`config.mk`:
```
export PLATFORM = sky130hd
export DESIGN_NAME = idct_mac_accum_flat
export DESIGN_NICKNAME = d
export VERILOG_FILES = /design/src/rtl/idct_mac_accum_if.sv /design/src/rtl/idct_mac_accum.sv /design/src/flat_wrapper.sv
export SDC_FILE = /design/constraint.sdc
export NUM_CORES = 1
export LEC_CHECK = 0
export BUFFER_PORTS_ARGS = -buffer_cell sky130_fd_sc_hd__clkbuf_2
export CAP_MARGIN = 5
export CORE_MARGIN = 2
export CORE_UTILIZATION = 56
export CTS_CLUSTER_SIZE = 24
export DETAILED_ROUTE_END_ITERATION = 7
export GPL_TIMING_DRIVEN = 0
export PLACE_DENSITY = 0.74
export SLEW_MARGIN = 20
export SYNTH_ARGS = -nofsm -noshare
export SYNTH_HDL_FRONTEND = slang
export SYNTH_SLANG_ARGS = --single-unit
```
`constraint.sdc`:
```
create_clock -name clk -period 8.6 [get_ports clk]
set_input_delay 1.29 -clock clk [delete_from_list [all_inputs] [get_ports clk]]
set_output_delay 1.29 -clock clk [all_outputs]
set_load 0.05 [all_outputs]
```
`src/rtl/idct_mac_accum_if.sv`:
```
// Product-in / sample-out bus between the multiplier wrapper, the
// accumulator and the IDCT controller.
interface idct_mac_accum_if #(
  parameter int IN_BITWIDTH  = 32,
  parameter int OUT_BITWIDTH = 16
);
  // Producer side: controller state plus the wrapper's registered product
  logic [2:0]                     state;
  logic signed [IN_BITWIDTH-1:0]  P;
  logic                           p_valid;

  // Consumer side: rounded/saturated sample and status
  logic signed [OUT_BITWIDTH-1:0] y;
  logic                           y_valid;
  logic [5:0]                     y_index;
  logic                           sat;
  logic                           block_done;
  logic                           err_partial;

  // Drives products, observes results
  modport master (
    output state, P, p_valid,
    input  y, y_valid, y_index, sat, block_done, err_partial
  );

  // The accumulator itself
  modport slave (
    input  state, P, p_valid,
    output y, y_valid, y_index, sat, block_done, err_partial
  );
endinterface

```
`src/rtl/idct_mac_accum.sv`:
```
// Sums TAPS signed products into one 1-D IDCT output, then rounds
// (ties toward +inf), shifts by a pass-dependent amount and saturates.
// Tracks the output position within the 8x8 block and flags aborted groups.
module idct_mac_accum #(
  parameter int IN_BITWIDTH  = 32,
  parameter int ACC_BITWIDTH = 40,
  parameter int OUT_BITWIDTH = 16,
  parameter int TAPS         = 8,
  parameter int ROW_SHIFT    = 8,
  parameter int COL_SHIFT    = 12
) (
  input logic               clk,
  input logic               rstP,
  idct_mac_accum_if.slave   bus
);

  // Pass category; only ROW and COL accumulate
  typedef enum logic [1:0] {
    CAT_NONE = 2'd0,
    CAT_ROW  = 2'd1,
    CAT_COL  = 2'd2
  } cat_e;

  localparam int TAP_W = (TAPS > 1) ? $clog2(TAPS) : 1;
  localparam logic [TAP_W-1:0] LAST_TAP = TAP_W'(TAPS - 1);

  // One guard bit above the accumulator so adding the rounding constant
  // can never wrap, even for a full-scale sum.
  localparam int RW = ACC_BITWIDTH + 1;
  localparam logic signed [RW-1:0] ROW_HALF = RW'(64'd1 << (ROW_SHIFT - 1));
  localparam logic signed [RW-1:0] COL_HALF = RW'(64'd1 << (COL_SHIFT - 1));
  localparam logic signed [RW-1:0] Y_MAX    = RW'((64'sd1 <<< (OUT_BITWIDTH - 1)) - 64'sd1);
  localparam logic signed [RW-1:0] Y_MIN    = RW'(-(64'sd1 <<< (OUT_BITWIDTH - 1)));

  // State registers and their next values
  cat_e                           cat_q, cat_d;
  logic [TAP_W-1:0]               tap_q, tap_d;
  logic signed [ACC_BITWIDTH-1:0] acc_q, acc_d;
  logic signed [OUT_BITWIDTH-1:0] y_q, y_d;
  logic                           y_valid_q, y_valid_d;
  logic                           sat_q, sat_d;
  logic [5:0]                     y_index_q, y_index_d;
  logic [5:0]                     cnt_q, cnt_d;
  logic                           block_done_q, block_done_d;
  logic                           err_q, err_d;

  // Datapath intermediates
  cat_e                           cat_in;
  cat_e                           cat_eff;
  logic                           abort;
  logic [TAP_W-1:0]               tap_eff;
  logic signed [ACC_BITWIDTH-1:0] p_ext;
  logic signed [ACC_BITWIDTH-1:0] acc_base;
  logic signed [ACC_BITWIDTH-1:0] sum;
  logic signed [RW-1:0]           sum_ext;
  logic signed [RW-1:0]           r_row;
  logic signed [RW-1:0]           r_col;
  logic signed [RW-1:0]           r_sel;

  // Decode controller state into a pass category
  always_comb begin
    cat_in = CAT_NONE;
    case (bus.state)
      3'b010:         cat_in = CAT_ROW;
      3'b011, 3'b100: cat_in = CAT_COL;
      default:        cat_in = CAT_NONE;
    endcase
  end

  // Sum path: a group in flight is aborted when the pass changes, in which
  // case the incoming product (if any) starts a fresh group at tap 0.
  always_comb begin
    abort    = (tap_q != '0) && (cat_in != cat_q);
    tap_eff  = abort ? '0 : tap_q;
    cat_eff  = (tap_eff == '0) ? cat_in : cat_q;
    p_ext    = ACC_BITWIDTH'(bus.P);
    acc_base = (tap_eff == '0) ? '0 : acc_q;
    sum      = acc_base + p_ext;
    sum_ext  = RW'(sum);
    r_row    = (sum_ext + ROW_HALF) >>> ROW_SHIFT;
    r_col    = (sum_ext + COL_HALF) >>> COL_SHIFT;
    r_sel    = (cat_eff == CAT_COL) ? r_col : r_row;
  end

  // Next-state: tap sequencing, output formation, index and status flags
  always_comb begin
    cat_d        = cat_q;
    tap_d        = tap_q;
    acc_d        = acc_q;
    y_d          = y_q;
    y_valid_d    = 1'b0;
    sat_d        = sat_q;
    y_index_d    = y_index_q;
    cnt_d        = cnt_q;
    block_done_d = 1'b0;
    err_d        = err_q;

    if (abort) begin
      err_d = 1'b1;
      tap_d = '0;
      acc_d = '0;
      cat_d = CAT_NONE;
    end

    if (bus.p_valid && (cat_in != CAT_NONE)) begin
      if (tap_eff == LAST_TAP) begin
        // Last tap: emit the rounded, saturated result next cycle
        tap_d     = '0;
        acc_d     = '0;
        cat_d     = CAT_NONE;
        y_valid_d = 1'b1;
        y_index_d = cnt_q;
        cnt_d     = cnt_q + 6'd1;
        block_done_d = (cnt_q == 6'd63);
        if (r_sel > Y_MAX) begin
          y_d   = Y_MAX[OUT_BITWIDTH-1:0];
          sat_d = 1'b1;
        end else if (r_sel < Y_MIN) begin
          y_d   = Y_MIN[OUT_BITWIDTH-1:0];
          sat_d = 1'b1;
        end else begin
          y_d   = r_sel[OUT_BITWIDTH-1:0];
          sat_d = 1'b0;
        end
      end else begin
        // Intermediate tap: keep accumulating under the latched category
        tap_d = tap_eff + TAP_W'(1);
        acc_d = sum;
        cat_d = cat_eff;
      end
    end
  end

  // State register; reset discards any group in flight
  always_ff @(posedge clk) begin
    if (rstP) begin
      cat_q        <= CAT_NONE;
      tap_q        <= '0;
      acc_q        <= '0;
      y_q          <= '0;
      y_valid_q    <= 1'b0;
      sat_q        <= 1'b0;
      y_index_q    <= '0;
      cnt_q        <= '0;
      block_done_q <= 1'b0;
      err_q        <= 1'b0;
    end else begin
      cat_q        <= cat_d;
      tap_q        <= tap_d;
      acc_q        <= acc_d;
      y_q          <= y_d;
      y_valid_q    <= y_valid_d;
      sat_q        <= sat_d;
      y_index_q    <= y_index_d;
      cnt_q        <= cnt_d;
      block_done_q <= block_done_d;
      err_q        <= err_d;
    end
  end

  assign bus.y           = y_q;
  assign bus.y_valid     = y_valid_q;
  assign bus.sat         = sat_q;
  assign bus.y_index     = y_index_q;
  assign bus.block_done  = block_done_q;
  assign bus.err_partial = err_q;

endmodule

```
`src/flat_wrapper.sv`:
```
// flat-port wrapper written by rule: the top's interface ports become plain ports
module idct_mac_accum_flat 
#(
  parameter int IN_BITWIDTH  = 32,
  parameter int ACC_BITWIDTH = 40,
  parameter int OUT_BITWIDTH = 16,
  parameter int TAPS         = 8,
  parameter int ROW_SHIFT    = 8,
  parameter int COL_SHIFT    = 12
)
  (clk, rstP, bus_state, bus_P, bus_p_valid, bus_y, bus_y_valid, bus_y_index, bus_sat, bus_block_done, bus_err_partial);
  idct_mac_accum_if #(.IN_BITWIDTH(IN_BITWIDTH), .OUT_BITWIDTH(OUT_BITWIDTH)) bus_i ();
  input logic clk;
  input logic rstP;
  input wire logic [$bits(bus_i.state)-1:0] bus_state;
  input wire logic [$bits(bus_i.P)-1:0] bus_P;
  input wire logic [$bits(bus_i.p_valid)-1:0] bus_p_valid;
  output wire logic [$bits(bus_i.y)-1:0] bus_y;
  output wire logic [$bits(bus_i.y_valid)-1:0] bus_y_valid;
  output wire logic [$bits(bus_i.y_index)-1:0] bus_y_index;
  output wire logic [$bits(bus_i.sat)-1:0] bus_sat;
  output wire logic [$bits(bus_i.block_done)-1:0] bus_block_done;
  output wire logic [$bits(bus_i.err_partial)-1:0] bus_err_partial;
  assign bus_i.state = bus_state;
  assign bus_i.P = bus_P;
  assign bus_i.p_valid = bus_p_valid;
  assign bus_y = bus_i.y;
  assign bus_y_valid = bus_i.y_valid;
  assign bus_y_index = bus_i.y_index;
  assign bus_sat = bus_i.sat;
  assign bus_block_done = bus_i.block_done;
  assign bus_err_partial = bus_i.err_partial;
  idct_mac_accum #(.IN_BITWIDTH(IN_BITWIDTH), .ACC_BITWIDTH(ACC_BITWIDTH), .OUT_BITWIDTH(OUT_BITWIDTH), .TAPS(TAPS), .ROW_SHIFT(ROW_SHIFT), .COL_SHIFT(COL_SHIFT)) u_core (.clk(clk), .rstP(rstP), .bus(bus_i));
endmodule
```
# Word-level counts from Yosys, hierarchy flattened
# Cells that the tools add are included.
[totals]
ff_bits = 77
elab_cells = 54
output_inout_bits = 26
[classes]
order_cmp = 2
eq_ne = 7
add_sub_neg = 5
bitwise_logic = 2
n_reduce_logical = 10
mux = 18
[ops]
columns = ["cell", "n"]
rows = [
  ["40-bit 2-to-1 mux", 4],
  ["40-bit by 13-bit adder with 41-bit output (second input constant)", 1],
  ["40-bit by 9-bit adder with 41-bit output (second input constant)", 1],
  ["41-bit by 16-bit greater-than comparator with 1-bit output (second input constant)", 1],
  ["41-bit by 16-bit < comparator with 1-bit output (second input constant)", 1],
  ["41-bit 2-to-1 mux", 1],
  ["40-bit by 32-bit adder with 40-bit output", 1],
  ["16-bit 2-to-1 mux", 2],
  ["3-bit 2-to-1 mux", 3],
  ["2-bit 2-to-1 mux", 4],
  ["6-bit by 1-bit adder with 6-bit output (second input constant)", 1],
  ["3-bit by 2-bit equality test with 1-bit output (second input constant)", 2],
  ["3-bit equality test (second input constant)", 2],
  ["6-bit equality test (second input constant)", 1],
  ["2-bit case mux with 2 select lines", 1],
  ["2-bit nonzero test", 2],
  ["2-bit OR reduction", 2],
  ["3-bit by 1-bit adder with 3-bit output (second input constant)", 1],
  ["3-bit zero test", 1],
  ["1-bit 2-to-1 mux", 3],
  ["3-bit nonzero test", 1],
  ["3-bit OR reduction", 1],
  ["2-bit equality test (second input constant)", 1],
  ["1-bit logical AND", 2],
  ["other kinds (3)", 4],
]

# Logic depth before layout (Yosys ltp)
[logic_depth]
word_depth = 14
mapped_depth = 30

# Worst setup path after synthesis
# No wires, ideal clock.
[synth_path]
path_type = "input to register"
from = "input port bus_state[0]"
to = "register u_core.y_q[10] (netlist: u_core.bus.y[10])"
arrival_time_ps = 7202
path_stages = 29
path_slack_ps = 1259
t_required_ps = 8460
path_buffers = 2
path_cell_list = "nor3b_1 -> a21o_1 -> a21oi_1 -> o21ai_0 -> nand2_1 -> ha_1 -> nand2_1 -> clkbuf_1 -> and2_1 -> ha_1 -> inv_1 -> fa_1 -> nand2b_1 -> a21o_1 -> a31o_2 -> o21ai_2 -> xor2_2 -> ha_1 -> nand4_4 -> nor4_4 -> nand3_2 -> nor4_1 -> mux2i_1 -> nand3_1 -> a2111oi_2 -> nand4_1 -> o21ai_2 -> buf_6 -> o32ai_2"
[synth_between]
elab_chain_len = 14
[synth_rtl]
columns = ["element", "line_no", "source"]
rows = [
  ["start, declared", "flat_wrapper.sv:15", "input wire logic [$bits(bus_i.state)-1:0] bus_state;"],
  ["3-bit by 2-bit equality test with 1-bit output or 3-bit equality test (tied branches)", "idct_mac_accum.sv:63", "case (bus.state)"],
  ["2-bit OR reduction", "idct_mac_accum.sv:63", ""],
  ["2-bit case mux with 2 select lines *", "idct_mac_accum.sv:63", ""],
  ["2-bit inequality test", "idct_mac_accum.sv:73", "abort = (tap_q != '0) && (cat_in != cat_q);"],
  ["1-bit logical AND", "idct_mac_accum.sv:73", ""],
  ["3-bit 2-to-1 mux", "idct_mac_accum.sv:74", "tap_eff = abort ? '0 : tap_q;"],
  ["3-bit zero test", "idct_mac_accum.sv:75, idct_mac_accum.sv:77", ""],
  ["40-bit 2-to-1 mux", "idct_mac_accum.sv:77", "acc_base = (tap_eff == '0) ? '0 : acc_q;"],
  ["40-bit by 32-bit adder with 40-bit output", "idct_mac_accum.sv:78", "sum = acc_base + p_ext;"],
  ["40-bit by 9-bit adder with 41-bit output or 40-bit by 13-bit adder with 41-bit output (tied branches)", "idct_mac_accum.sv:80, idct_mac_accum.sv:81", ""],
  ["41-bit 2-to-1 mux", "idct_mac_accum.sv:82", "r_sel = (cat_eff == CAT_COL) ? r_col : r_row;"],
  ["41-bit by 16-bit < comparator with 1-bit output", "idct_mac_accum.sv:118", "end else if (r_sel < Y_MIN) begin"],
  ["16-bit 2-to-1 mux", "idct_mac_accum.sv:118", ""],
  ["16-bit 2-to-1 mux", "idct_mac_accum.sv:115", "if (r_sel > Y_MAX) begin"],
  ["end signal, assigned", "idct_mac_accum.sv:151", "y_q <= y_d;"],
  ["end, declared", "idct_mac_accum.sv:39", "logic signed [OUT_BITWIDTH-1:0] y_q, y_d;"],
]
# Mark *: on every way between the ends. The rest lies on a longest branch, timed or not.
# A chain may end at the register's enable or synchronous reset.

# Final worst setup path
[layout_path]
from = "input port bus_state[1]"
to = "register u_core.y_q[12] (netlist: u_core.bus.y[12])"
# The elaborated chain is that of the path after synthesis.

==> impl_metrics.toml <==
[critical_path]
cp_top_family = "compound AO/OA/AOI/OAI gates"
required_ns = 8.81
crit_slowest_cell = "nor4_4"
crit_fanout = 10
critical_path_depth = 30
timing.rr.start = "u_core.cat_q[1]"
r2r_cells = 28
cp-end-kind = "register"
critPathKind = "input port to register"
r2r_setup_slack_ns = 1.36
arrival_ns = 8.42
r2r-end = "u_core.bus.y[12]"
max_stage_delay_ns = 0.48
startpoint_type = "input port"
cp.buffers_inverters = 4

[clock_network]
numCtsBuffers = 9
clk_pin_slew_ns = 0.06
clock_sinks = 77
cts_hold_buf = 0
clk_latency_ns = 0.35
cts_buffer_depth = 2
cts_tree = "done"
htreeDepth = 3
cts_root_buffer = "clkbuf_16"

[yosys]
synth_area_per_cell_sq_um = 7.622
syn_inst = 1066
synth-seq-cells = 77
synth_edf_count = 0
synth.distinct_cells = 109
synthArstFlopShare = 0
yosysWarnings = 0
ys_seq_area_frac = 0.1897
syn-num-nets = 1150
synthFlopType = "dfxtp_1"
syn_area_sq_mm = 0.008125

[global_routing]
antenna_found_initial = 0
grt_overflow = 0
grtUsageTotal = 0.3178
grt_start_max_net_pins = 13
grt_pass1_wl_um = 40380
first_global_vias = 8002

[route]
wl_met2_um = 11670
drt_iter0_markers = 757
antenna_left = 0
vias = 8455
drcViolationCount = 0
wl_per_cell_um = 18.57
wl_met1_um = 10880
wl_um = 24680
drt-pass1-iter-count = 5
top_layer = "met4"
viasPerCell = 6.362
route.met3.wl_um = 1430

[sta]
period_minus_slack_ns = 8.209
drv_slew = 0
whs_ns = 0.4552
worstMarginPinSlew_ns = 0.8795
slew_headroom = 0.3969
fin_crit_sh = 0.9545
clock_skew_ns = 0.01058
setup_viol = 0
tns_ns = 0
hold_violations = 0
setup_ws_ns = 0.3915
max_freq_ghz = 0.1218

[placement]
placed_area_sq_mm = 0.008666
place_congestion = 0.9560
place_ws_ns = -0.3811
hpwl_um = 19360
io_buffers = 62

[pwr]
leakagePower_nw = 3.481
power_frac_clock = 0.390
p_sw_uw = 306.2
pwr-share-seq = 0.376
p_int_uw = 675.4
peakVddDrop_uv = 96.65
power_frac_comb = 0.233
power_density_mw_per_mm2 = 108.7
netSwitchingFraction = 0.3119

[final_layout]
fin_util = 0.6287
layout_common_cells = "nor2_1 (145), nand2_1 (103), dfxtp_1 (77)"
fin_area_sq_mm = 0.009034
syn_to_final_growth_pct = 11.18
final_nets = 1225
final_common_cell = "nor2_1"
drive_gt1_frac = 0.1703
antenna_cells = 0

[die]
die_x_um = 124.5
die_h_um = 124.5
rows = 44
start_util = 0.5655
core_sq_mm = 0.01437
pin_count = 64
die_area_sq_mm = 0.01549

[status]
status = "completed"

[worst_hold_path]
min-delay-start = "u_core.bus.y_index[2]"
min_path_cells = 2
hold-path-endpoint = "u_core.bus.y_index[2]"
hp-class = "register to register"

[flow_run]
drv_cap = 0
cell usage after synthesis (all sizes together) (7+ instances only):
cell | n | area (sq um)
nand4 | 41 | 299.0
a21oi | 77 | 419.2
dfxtp | 77 | 1541
o32ai | 14 | 175.2
ha | 45 | 563.0
and3 | 18 | 127.6
xnor2 | 41 | 381.6
inv | 8 | 30.03
a31oi | 12 | 87.58
mux2i | 7 | 70.07
nor3b | 8 | 65.06
and4 | 9 | 81.33
a22oi | 37 | 277.8
a211oi | 12 | 112.6
o211ai | 20 | 165.2
nand3 | 26 | 140.1
a21o | 14 | 105.1
nor3 | 29 | 176.4
o21a | 9 | 75.07
nor4 | 13 | 96.34
or3 | 12 | 80.08
o21ai | 43 | 245.2
buf | 29 | 188.9
nand2 | 103 | 386.6
xor2 | 24 | 247.7
nor2 | 148 | 568.0
clkbuf | 41 | 155.1
and2 | 58 | 367.9
cell type report:
| cell class | count | area, sq um |
|---|---|---|
| Tap cell | 184 | 230.2 |
| Sequential cell | 77 | 1541 |
| Buffer | 70 | 347.8 |
| Timing Repair Buffer | 64 | 325.3 |
| Clock buffer | 11 | 242.7 |
| Inverter | 8 | 30.03 |
| Clock inverter | 4 | 48.80 |
| Fill cell | 1339 | 5335 |
| Multi-Input combinational cell | 911 | 6267 |
layer usage:
metal / vias up / GRT usage
met5: - / 0
met4: 0 / 0.1150
met3: 51 / 0.04940
met2: 280 / 0.5294
met1: 4003 / 0.4172
li1: 4121 / -
power groups by stage:
stage | combinational, mW | clock [mW] | sequential [mW]
floorplan | 0.163 | 0 | 0.376
global placement | 0.220 | 0 | 0.377
detailed placement | 0.222 | 0 | 0.377
CTS | 0.224 | 0.386 | 0.369
global route | 0.253 | 0.401 | 0.370
finish | 0.229 | 0.383 | 0.369
metrics by stage:
stage / cells / power (mW)
finish: 1329 / 0.9816
global route: 1329 / 1.024
CTS: 1327 / 0.9786
detailed placement: 1312 / 0.5993
global placement: 1312 / 0.5965
floorplan: 1066 / 0.5397
cells by family after synthesis:
family                   synth area share
AND/OR/NAND/NOR                    0.3203
multiplexers                      0.01186
buffers and inverters             0.04604
adder cells (fa/ha/maj)           0.07176
XOR/XNOR                          0.07746
AO/OA/AOI/OAI                      0.2829
flip-flops                         0.1897
state kept, by name, indices dropped and copies added (netlist names), 2 cells and up:
signal	count
u_core.bus.y	16
u_core.cnt_q	6
u_core.acc_q	40
u_core.tap_q	3
u_core.cat_q	2
u_core.bus.y_index	6
worst max path at each step:
stage | start | to | slack (ns)
after global placement | bus_state[0] | u_core.bus.y[8] | -0.28
after floorplan | bus_state[0] | u_core.bus.y[10] | 1.26
after global routing | bus_state[1] | u_core.bus.sat | -0.03
after CTS | bus_state[0] | u_core.bus.y[12] | 0.06
final | bus_state[1] | u_core.bus.y[12] | 0.39
after detailed placement | bus_state[0] | u_core.bus.y[7] | -0.38
what timing repair did:
action,4_1_cts,5_1_grt
setup buffers,0,2
resized for setup,1,12
pin swaps,0,1
endpoints found under the setup margin,10,16
tightest hold or removal path: cells and delay by family, from the launching register on:
kind	cells	cell delay, ns
AOI/OAI and AO/OA	1	0.05
DFF	1	0.31
and+or+nand+nor	1	0.05
No activity file was read; power rests on OpenSTA's default activity.
